$ cat config.mk
export PLATFORM = sky130hd
export DESIGN_NAME = vga_pixel_pipe
export DESIGN_NICKNAME = d
export VERILOG_FILES = /design/src/rtl/vga_pixel_pipe.sv
export SDC_FILE = /design/constraint.sdc
export NUM_CORES = 1
export LEC_CHECK = 0
export ABC_AREA = 1
export CORE_MARGIN = 3
export CORE_UTILIZATION = 43
export DETAILED_ROUTE_END_ITERATION = 7
export GPL_TIMING_DRIVEN = 0
export PLACE_DENSITY = 0.76
export SETUP_SLACK_MARGIN = 0.1
export SYNTH_ARGS = -nofsm -noshare
export SYNTH_HDL_FRONTEND = slang
export SYNTH_SLANG_ARGS = --single-unit
$ cat constraint.sdc
create_clock -name clk -period 1.95 [get_ports clk]
set_clock_uncertainty 0.05 [all_clocks]
set_input_delay 0.39 -clock clk [delete_from_list [all_inputs] [get_ports clk]]
set_output_delay 0.39 -clock clk [all_outputs]
set_load 0.005 [all_outputs]
$ cat src/rtl/vga_pixel_pipe.sv
// vga_pixel_pipe: turns per-cycle pixel coordinates and sync from the VGA
// timing FSMs into framebuffer read requests, then drives registered RGB,
// blanking and sync to the DAC. Sync and valid are delayed by the memory
// read latency so colour lines up with the coordinate that produced it.
// Input-to-output latency is READ_LATENCY+2 cycles.
//
// Optional build macro VGA_PIXEL_BORDER_EN: when defined, pixels on the
// outermost row/column of the active area are forced to white. The read is
// still issued for them, so framebuffer addressing is identical either way.
module vga_pixel_pipe #(
  parameter int H_ACTIVE     = 640,
  parameter int V_ACTIVE     = 480,
  parameter int ADDR_W       = 19,
  parameter int READ_LATENCY = 2
) (
  input  logic              clk,
  input  logic              reset,
  input  logic              vga_hs,
  input  logic              vga_vs,
  input  logic              addr_x_valid,
  input  logic              addr_y_valid,
  input  logic [9:0]        addr_x,
  input  logic [9:0]        addr_y,
  output logic              mem_rd,
  output logic [ADDR_W-1:0] mem_addr,
  input  logic [7:0]        mem_rdata,
  output logic              out_hs,
  output logic              out_vs,
  output logic              out_blank_n,
  output logic [7:0]        out_r,
  output logic [7:0]        out_g,
  output logic [7:0]        out_b
);

  // One stage per memory latency cycle plus the request register itself,
  // so the tail of the delay line coincides with mem_rdata being valid.
  localparam int DEPTH = READ_LATENCY + 1;

  // Address of the final visible pixel; the counter wraps after it.
  localparam logic [ADDR_W-1:0] LAST_PIX = ADDR_W'(H_ACTIVE * V_ACTIVE - 1);

  // ---------------------------------------------------------------------
  // Stage 0: read request
  // ---------------------------------------------------------------------
  logic              pix_valid;
  logic              frame_origin;
  logic [ADDR_W-1:0] base;

  logic              mem_rd_q,   mem_rd_d;
  logic [ADDR_W-1:0] mem_addr_q, mem_addr_d;
  logic [ADDR_W-1:0] pix_cnt_q,  pix_cnt_d;

  assign pix_valid    = addr_x_valid & addr_y_valid;
  assign frame_origin = (addr_x == 10'd0) && (addr_y == 10'd0);

  // Linear address comes from a running counter instead of y*H_ACTIVE+x;
  // the (0,0) coordinate forces it back to zero so any glitch heals by the
  // next frame. Vsync low clears the counter and wins over a valid pixel.
  always_comb begin
    base       = frame_origin ? '0 : pix_cnt_q;
    mem_rd_d   = pix_valid;
    mem_addr_d = mem_addr_q;
    pix_cnt_d  = pix_cnt_q;
    if (pix_valid) begin
      mem_addr_d = base;
      pix_cnt_d  = (base == LAST_PIX) ? '0 : base + ADDR_W'(1);
    end
    if (!vga_vs) begin
      pix_cnt_d = '0;
    end
  end

  // Request registers and pixel counter.
  always_ff @(posedge clk or posedge reset) begin
    if (reset) begin
      mem_rd_q   <= 1'b0;
      mem_addr_q <= '0;
      pix_cnt_q  <= '0;
    end else begin
      mem_rd_q   <= mem_rd_d;
      mem_addr_q <= mem_addr_d;
      pix_cnt_q  <= pix_cnt_d;
    end
  end

  assign mem_rd   = mem_rd_q;
  assign mem_addr = mem_addr_q;

  // ---------------------------------------------------------------------
  // Delay line: sync and valid follow the read through the memory
  // ---------------------------------------------------------------------
  logic [DEPTH-1:0] hs_dly_q,  hs_dly_d;
  logic [DEPTH-1:0] vs_dly_q,  vs_dly_d;
  logic [DEPTH-1:0] vld_dly_q, vld_dly_d;

  // Bit 0 takes the live input; each higher bit is one cycle older.
  always_comb begin
    hs_dly_d  = {hs_dly_q[DEPTH-2:0],  vga_hs};
    vs_dly_d  = {vs_dly_q[DEPTH-2:0],  vga_vs};
    vld_dly_d = {vld_dly_q[DEPTH-2:0], pix_valid};
  end

  // Shift registers idle at "sync inactive, pixel invalid".
  always_ff @(posedge clk or posedge reset) begin
    if (reset) begin
      hs_dly_q  <= '1;
      vs_dly_q  <= '1;
      vld_dly_q <= '0;
    end else begin
      hs_dly_q  <= hs_dly_d;
      vs_dly_q  <= vs_dly_d;
      vld_dly_q <= vld_dly_d;
    end
  end

`ifdef VGA_PIXEL_BORDER_EN
  logic             border_pix;
  logic [DEPTH-1:0] brd_dly_q, brd_dly_d;

  assign border_pix = (addr_x == 10'(H_ACTIVE - 1)) || (addr_x == 10'd0) ||
                      (addr_y == 10'(V_ACTIVE - 1)) || (addr_y == 10'd0);

  // Border flag rides alongside valid so it meets the returning data.
  always_comb begin
    brd_dly_d = {brd_dly_q[DEPTH-2:0], border_pix};
  end

  // Border flag delay line.
  always_ff @(posedge clk or posedge reset) begin
    if (reset) begin
      brd_dly_q <= '0;
    end else begin
      brd_dly_q <= brd_dly_d;
    end
  end
`endif

  // ---------------------------------------------------------------------
  // Stage N: colour expansion and output registers
  // ---------------------------------------------------------------------
  logic       out_hs_q,      out_hs_d;
  logic       out_vs_q,      out_vs_d;
  logic       out_blank_n_q, out_blank_n_d;
  logic [7:0] out_r_q,       out_r_d;
  logic [7:0] out_g_q,       out_g_d;
  logic [7:0] out_b_q,       out_b_d;

  // RGB332 widened by repeating each field's MSBs so full-scale codes map
  // to 8'hFF; colour is forced to black whenever the delayed pixel is not
  // active, so whatever the memory returns during blanking is discarded.
  always_comb begin
    out_hs_d      = hs_dly_q[DEPTH-1];
    out_vs_d      = vs_dly_q[DEPTH-1];
    out_blank_n_d = vld_dly_q[DEPTH-1];
    out_r_d       = 8'h00;
    out_g_d       = 8'h00;
    out_b_d       = 8'h00;
    if (vld_dly_q[DEPTH-1]) begin
`ifdef VGA_PIXEL_BORDER_EN
      if (brd_dly_q[DEPTH-1]) begin
        out_r_d = 8'hFF;
        out_g_d = 8'hFF;
        out_b_d = 8'hFF;
      end else begin
        out_r_d = {mem_rdata[7:5], mem_rdata[7:5], mem_rdata[7:6]};
        out_g_d = {mem_rdata[4:2], mem_rdata[4:2], mem_rdata[4:3]};
        out_b_d = {mem_rdata[1:0], mem_rdata[1:0], mem_rdata[1:0], mem_rdata[1:0]};
      end
`else
      out_r_d = {mem_rdata[7:5], mem_rdata[7:5], mem_rdata[7:6]};
      out_g_d = {mem_rdata[4:2], mem_rdata[4:2], mem_rdata[4:3]};
      out_b_d = {mem_rdata[1:0], mem_rdata[1:0], mem_rdata[1:0], mem_rdata[1:0]};
`endif
    end
  end

  // DAC-facing registers; reset drives sync inactive and colour black.
  always_ff @(posedge clk or posedge reset) begin
    if (reset) begin
      out_hs_q      <= 1'b1;
      out_vs_q      <= 1'b1;
      out_blank_n_q <= 1'b0;
      out_r_q       <= 8'h00;
      out_g_q       <= 8'h00;
      out_b_q       <= 8'h00;
    end else begin
      out_hs_q      <= out_hs_d;
      out_vs_q      <= out_vs_d;
      out_blank_n_q <= out_blank_n_d;
      out_r_q       <= out_r_d;
      out_g_q       <= out_g_d;
      out_b_q       <= out_b_d;
    end
  end

  assign out_hs      = out_hs_q;
  assign out_vs      = out_vs_q;
  assign out_blank_n = out_blank_n_q;
  assign out_r       = out_r_q;
  assign out_g       = out_g_q;
  assign out_b       = out_b_q;

endmodule
Word-level counts from Yosys, hierarchy flattened. Index checks and enable logic that the tools add are counted.

Register bits after elaboration: 75. Input port bits: 34. Output and inout port bits: 47. Word-level logic and storage cells: 26.

$add $sub $neg: 1. Equal/unequal tests: 2. Multiplexer cells: 7. Bitwise gates (word level): 1. Reductions and logical operators: 3.

Operator list (number): $mux W19 (4); $mux W8 (3); $logic_not A10 Y1 (2); $add A19 B1 Y19 const B (1); $eq A19 B19 Y1 const B (1); $ne A2 B1 Y1 const B (1); $and A1 B1 Y1 (1); $logic_and A1 B1 Y1 (1).

Depth between registers and ports, before layout. Gate-level depths: netlist of the first run.

Depth in word-level cells: 7. Gate-level depth with buffers: 17. Depth with buffers taken out: 15.

Least setup slack after synthesis of the first run. Ideal clock, no wire load.

Path type: input to register. From: input addr_y[9]. To: register pix_cnt_q[15]. Setup time: 0.117 ns. Arrival: 2.120 ns. Required time: 1.783 ns. Slack: -0.338 ns. Cell stages on the path: 15. Path buffers: 2. Cell sequence: nor2_1 and2_4 nand3_4 buf_2 buf_2 nand2_1 inv_1 ha_1 nand3_1 nor2_1 nand3_1 nor2_2 nor2_8 nand3_1 nand2_1.

Longest elaborated chain between the ends: 7. Elaborated cells on any way between the ends: 8. Classes of those cells: add/sub (1); eq/ne (1); mux (4); reduce/logical (2).

Ends and longest elaborated chain: from (decl) (line 23) `input logic [9:0] addr_y,`; $logic_not A10 Y1 * (line 54) `assign frame_origin = (addr_x == 10'd0) && (addr_y == 10'd0);`; $logic_and A1 B1 Y1 * (line 54); $mux W19 * (line 60) `base = frame_origin ? '0 : pix_cnt_q;`; via base[0] (line 47) `logic [ADDR_W-1:0] base;`; $add A19 B1 Y19 / $eq A19 B19 Y1 (equally long branches) (line 66) `pix_cnt_d = (base == LAST_PIX) ? '0 : base + ADDR_W'(1);`; $mux W19 * (line 66); $mux W19 * (line 64) `if (pix_valid) begin`; $mux W19 * (line 68) `if (!vga_vs) begin`; to (signal assigned) (line 82) `pix_cnt_q <= pix_cnt_d;`; to (decl) (line 51) `logic [ADDR_W-1:0] pix_cnt_q, pix_cnt_d;`.

The timed path passes the listed nets; every way through them passes the cells marked *. The select of a mux whose other input is x is not followed. A chain may end at the register's enable or synchronous reset.

Final worst setup path of the first run.
From: register out_vs_q, in the netlist out_vs. To: output out_vs.

RTL lines: from (decl) (line 142) `logic out_vs_q, out_vs_d;`; from (signal assigned) (line 188) `out_vs_q <= out_vs_d;`; to (decl) (line 28) `output logic out_vs,`.

No word-level cell between the ends.

==> results of run 1 <==
## how the worst max path moves through the flow
stage	start	endpoint	slack [ps]	cells past startpoint
floorplan	addr_y[3]	pix_cnt_q[0]	-110	16
finish	out_vs	out_vs	160	1
detailed placement	addr_y[9]	pix_cnt_q[8]	-910	16
global placement	addr_y[9]	pix_cnt_q[0]	-880	16
global route	out_b[6]	out_b[6]	100	2
CTS	addr_x[7]	pix_cnt_q[10]	100	17
## where the power goes
| group | total (mW) | switching, mW | internal (mW) |
|---|---|---|---|
| clock | 1.12 | 0.494 | 0.626 |
| combinational | 0.260 | 0.111 | 0.149 |
| sequential | 1.25 | 0.0131 | 1.23 |
## through the flow
step | hold WS, ps | setup slack [ps] | power [mW] | cells | instance area [um2]
after detailed placement | 294 | -905 | 1.51 | 483 | 3810
after floorplan | 281 | -109 | 1.36 | 328 | 2910
after global routing | 309 | 103 | 2.74 | 512 | 4190
after global placement | 286 | -881 | 1.50 | 483 | 3810
final | 304 | 155 | 2.63 | 512 | 4190
after CTS | 307 | 101 | 2.61 | 508 | 4030
## sequential cells by signal, indices dropped and copies added (netlist names)
| register | cells |
|---|---|
| pix_cnt_q | 19 |
| out_r | 3 |
| vld_dly_q | 3 |
| out_blank_n | 1 |
| out_b | 2 |
| hs_dly_q | 3 |
| mem_addr | 19 |
| vs_dly_q | 3 |
| out_hs | 1 |
| out_vs | 1 |
| out_g | 3 |
## cell usage after synthesis (all sizes together)
cell    number
clkbuf       6
o21ai       29
ha           1
xor2         4
o21bai       1
nand3       29
a21oi        1
and2         1
nand2      109
dfrtp       50
nor2        33
nand4        5
nor3         1
nand3b       2
buf         19
xnor2        2
dfstp        8
o32ai        1
inv         26
## metal layers
layer | share of wire [%] | up-vias | routed length (um) | track usage, %
met5 | 0 | - | 0 | 0
met4 | 1.6 | 0 | 112 | 6.94
met3 | 7.8 | 12 | 562 | 6.46
met2 | 48 | 123 | 3470 | 36.0
met1 | 42 | 1182 | 3030 | 26.6
li1 | - | 1240 | - | -
## cell type report
type / instances / area [um2] / share of cell area, %
Sequential cell: 58 / 1460 / 34.9
Multi-Input combinational cell: 220 / 1250 / 29.8
Timing Repair Buffer: 93 / 911 / 21.7
Buffer: 24 / 171 / 4.09
Clock buffer: 12 / 145 / 3.46
Inverter: 26 / 106 / 2.54
Tap cell: 75 / 93.8 / 2.24
Clock inverter: 4 / 51.3 / 1.22
## cell families (layout without fill, tap and decap cells)
logic type | after synthesis | in the layout
xor gates and xnor gates | 6 | 6
buffers and inverters | 51 | 159
AOI/OAI and AO/OA | 32 | 32
DFF | 58 | 58
and+or+nand+nor | 180 | 181
adders and majority gates | 1 | 1
## what timing repair did
action / 4_1_cts / 5_1_grt
hold endpoints to repair: 0 / 0
resized for setup: 76 / 31
setup endpoints to repair: 19 / 25
pin swaps: 22 / 20
cloned: 1 / 0
buffers inserted: 8 / 4
==> flow_summary.toml, run 1 <==
[cts]
clock-root-buffer = "clkbuf_8"
cts_tree = "yes"
cts-htree-levels = 3
postCtsHoldBufs = 0
clk_pin_slew_ps = 70
cts_max_path_buffers = 2
numCtsBuffers = 9
insertion_delay_ps = 340
numClockSinks = 58

[floorplan]
ios = 81
die_w_um = 86.6
die_height_um = 86.6
fp.coreArea_um2 = 6100
die_area_um2 = 7500
rows = 28
start_util_pct = 45.8

[critical_path]
path_delay_family = "flip-flops"
path_max_fanout = 1
end_kind = "output pin"
worst_ep_arrival_time_ps = 1350
cp.required_ps = 1510
rr_worst_depth = 10
max_stage_delay_ps = 520
timing.rr.start = "pix_cnt_q[1]"
r2r_end = "pix_cnt_q[10]"
reg2reg_setup_slack_ps = 210
crit_path_cell_trace = "clkdlybuf4s50_1"
path_class = "reg -> out"
cp-start-kind = "flop"
slowest_stage = "dfstp_2"
path_buf_inv = 1

[logic_synthesis]
yosys_warnings = 0
yosys.area_share.simple_pct = 29.1
yosys.area.top_type = "dfrtp_1"
synth_xor_area_share_pct = 1.88
yosys.area_share.adder_pct = 0.448
ys_seq_area_share_pct = 52.3
synth_top_family_by_area = "simple AND/OR/NAND/NOR gates"
syn-num-nets = 363
synthMuxAreaShare_pct = 0
postSynthAreaPerCell_um2 = 8.52
synth_top_area_share_pct = 44.8
syn_area_um2 = 2790
synth_cells = 328
synth_compound_area_share_pct = 6.90
yosys-top-cells-area = "dfrtp_1 (45%), nand2_1 (14%), dfstp_2 (7.5%)"
ys_ff_latch = 58
ys_types = 32

[power]
powerDensity_nw_per_um2 = 627
max-vdd-ir-drop_uv = 439
power_leakage_nw = 1.97

[sta]
period_needed_ps = 1790
setup-tns-final_ps = 0
tightest_slew_ps = 506
finalHoldViolations = 0
finalCritPeriodShare_pct = 92.0
maxSlewViolCount = 0
fmax_ghz = 0.557
finalSetupViolCount = 0
slew_headroom_pct = 66.2
rsz0062_at_grt = "no"

[hold_path]
hold_end = "vld_dly_q[2]"
hold_path.class = "reg -> reg"
min-delay-start = "vld_dly_q[1]"
hold_path_depth = 0

[cells_and_area]
area_growth_pct = 50.0
utilization_pct = 68.7
final_layout_size_suffix_gt1_share_pct = 28.8
final_common_cell = "nand2_1"
diodes = 0
nFillCells = 476
mostFrequentLayoutCells = "nand2_1 (101), clkdlybuf4s50_1 (59), dfrtp_1 (50)"
nNetsFinal = 467

[global_route]
grt_max_degree = 59
grt_pass1_wl_um = 12400
antenna_found_initial = 0
grt_use_total_pct = 21.5
grt-ovfl-total = 0
grt_pass1_vias = 2567

[detailed_routing]
drt-vias-per-instance = 4.99
drc = 0
firstDrtPassIters = 4
drtIter0Drc = 205
vias = 2557
wl_um = 7180
ant_nets = 0
routedWlPerCell_um = 14.0

[place]
gp_congestion = 0.846
dp_hpwl_um = 4930
io_buffers = 80

[outcome]
outcome = "finished clean"

[run]
maxCapViolations = 0
(Power assumes the default switching activity.)
==> inputs of run 2 (changes only) <==
--- a/config.mk
+++ b/config.mk
@@ -7,11 +7,13 @@
 export LEC_CHECK = 0
 export ABC_AREA = 1
 export CORE_MARGIN = 3
-export CORE_UTILIZATION = 43
+export CORE_UTILIZATION = 51
+export CTS_CLUSTER_SIZE = 30
 export DETAILED_ROUTE_END_ITERATION = 7
 export GPL_TIMING_DRIVEN = 0
-export PLACE_DENSITY = 0.76
+export PLACE_DENSITY = 0.85
 export SETUP_SLACK_MARGIN = 0.1
 export SYNTH_ARGS = -nofsm -noshare
 export SYNTH_HDL_FRONTEND = slang
 export SYNTH_SLANG_ARGS = --single-unit
+export TNS_END_PERCENT = 50
==> constraint.sdc (replaced) <==
create_clock -name clk -period 2.19 [get_ports clk]
set_clock_uncertainty 0.05 [all_clocks]
set_input_delay 0.438 -clock clk [delete_from_list [all_inputs] [get_ports clk]]
set_output_delay 0.438 -clock clk [all_outputs]
set_load 0.005 [all_outputs]
==> run 2 against run 1 <==
First-iteration DRC count fell by 2.9%. Via count rose by 1.0%. Sequential share of layout area rose by 0.41 points. Critical path type is now in -> reg. Cell area fell by 1.2%. Highest routed layer unchanged. Count of clock-buffer cells in the layout fell by 2. Utilization rose by 11 points. Register-to-register slack improved by 260 ps. Clock power fell by 6%. Total power fell by 9.6%. Worst setup slack improved by 55 ps. Non-clock buffer count rose by 1. Combinational power fell by 20%.
==> flow_summary.toml, run 2 (synthesis gave the netlist of run 1 again) <==
[sta]
rsz0062_at_grt = "no"
fmax_ghz = 0.505
tightest_slew_ps = 514
maxSlewViolCount = 0
finalHoldViolations = 0
period_needed_ps = 1980
setup_ws_ps = 211
finalSetupViolCount = 0
holdWs_ps = 308
finalCritPeriodShare_pct = 90.4
slew_headroom_pct = 65.6

[cts]
clock-root-buffer = "clkbuf_8"
postCtsHoldBufs = 0
cts-htree-levels = 3
clk_pin_slew_ps = 70
numCtsBuffers = 9
insertion_delay_ps = 340
cts_max_path_buffers = 2
numClockSinks = 58
cts_tree = "yes"

[cells_and_area]
mostFrequentLayoutCells = "nand2_1 (103), clkdlybuf4s50_1 (60), dfrtp_1 (50)"
nNetsFinal = 468
final-instance-count-excl-fill = 508
diodes = 0
final_layout_size_suffix_gt1_share_pct = 22.6
final_common_cell = "nand2_1"
area_growth_pct = 48.2

[detailed_routing]
drt-vias-per-instance = 5.08
met3_length_um = 706
dr_wl_met2_um = 3380
firstDrtPassIters = 5
routedWlPerCell_um = 13.9
vias = 2583
drt-met1-wl_um = 2870
maxUsedRoutingLayer = "met4"
ant_nets = 0
wl_um = 7080
drtIter0Drc = 199
drc = 0

[global_route]
grt_pass1_vias = 2646
antenna_found_initial = 0
grt_pass1_wl_um = 12000
grt_use_total_pct = 24.6
grt_max_degree = 42
grt-ovfl-total = 0

[critical_path]
max_stage_delay_ps = 230
end_kind = "flop"
path_buf_inv = 3
r2r_end = "pix_cnt_q[16]"
path_max_fanout = 5
reg2reg_setup_slack_ps = 470
rr_worst_depth = 10
cp-start-kind = "input port"
path_class = "in -> reg"
worst_ep_arrival_time_ps = 2150
cp.required_ps = 2360
timing.rr.start = "pix_cnt_q[1]"
slowest_stage = "nor2_4"
path_delay_family = "simple AND/OR/NAND/NOR gates"
crit_path_cell_trace = "dlygate4sd2_1, nor2_1, and2_4, nand3_4, buf_8, nand2_4, inv_2, ha_4, nand3_4, nor2_4, nand3_4, nor2_4, nor2_4, nand3_2, nand2_1"

[hold_path]
min-delay-start = "hs_dly_q[2]"
hold_path.class = "reg -> reg"
hold_path_depth = 0
hold_end = "out_hs"

[place]
io_buffers = 80
dp_hpwl_um = 4930
gp_congestion = 0.899
pre_cts_slack_ps = -791
place_inst = 479

[floorplan]
fp.coreArea_um2 = 5200
rows = 26
start_util_pct = 53.7
ios = 81
die_area_um2 = 6400
die_w_um = 80.0
die_height_um = 80.0

[outcome]
outcome = "finished clean"

[power]
max-vdd-ir-drop_uv = 327
powerDensity_nw_per_um2 = 573
power_leakage_nw = 1.95

[run]
maxCapViolations = 0
==> run 2: cell types whose count changed in the layout (fill, tap and decap cells not counted), sizes merged <==
cell           before  now
clkinvlp            2    1
dlygate4sd2         0   18
inv                25   26
buf                51   32
clkdlybuf4s50      59   60
clkinv              2    3
clkbuf             18   17
dlymetal6s2s        1    0
bufinv              1    2
clkdlybuf4s15       0    1
==> run 2: report_power, final <==
group | total [mW] | switching (mW) | leakage [nW] | internal, mW
Clock | 1.05 | 0.420 | 0.106 | 0.634
Combinational | 0.208 | 0.0909 | 1.07 | 0.117
Sequential | 1.11 | 0.0127 | 0.773 | 1.10
==> run 2: worst max-delay path by stage <==
stage	startpoint	cells after the start	endpoint
after floorplan	addr_y[9]	15	pix_cnt_q[12]
after detailed placement	addr_y[9]	16	pix_cnt_q[9]
final	addr_x[2]	15	pix_cnt_q[16]
after CTS	addr_y[4]	17	pix_cnt_q[16]
after global routing	addr_x[1]	14	pix_cnt_q[10]
after global placement	reset	2	pix_cnt_q[15]
==> run 2: worst reg2reg max path: cells and delay by family (launching register included) <==
kind | cells | cell delay [ps]
flops | 1 | 410
fa+ha+maj | 1 | 150
simple gates | 8 | 920
buf+inv | 1 | 60
==> run 2: layout make-up <==
type	instances	area, um2
Sequential cell	58	1460
Multi-Input combinational cell	220	1220
Fill cell	342	1060
Timing Repair Buffer	94	891
Buffer	24	169
Clock buffer	10	128
Inverter	26	103
Tap cell	70	87.6
Clock inverter	6	82.6
==> run 2: routing by layer <==
| layer | global-route usage (%) | vias to the layer above |
|---|---|---|
| met3 | 8.35 | 14 |
| li1 | - | 1240 |
| met1 | 29.2 | 1181 |
| met5 | 0 | - |
| met4 | 9.46 | 0 |
| met2 | 40.9 | 148 |
==> run 2: through the flow <==
stage,TNS (ps),utilization [%],total power [mW],area (um2)
after floorplan,0,-,1.21,2890
after global placement,-48910,72.6,1.33,3780
after detailed placement,-14090,73.0,1.34,3800
after CTS,0,79.1,2.39,4120
after global routing,0,79.6,2.46,4140
final,0,79.6,2.37,4140
==> run 2: what timing repair did <==
item | 4_1_cts | 5_1_grt
cloned | 1 | 0
buffers inserted | 9 | 4
pin swaps | 21 | 9
endpoints found under the setup margin | 19 | 19
resized for setup | 31 | 6
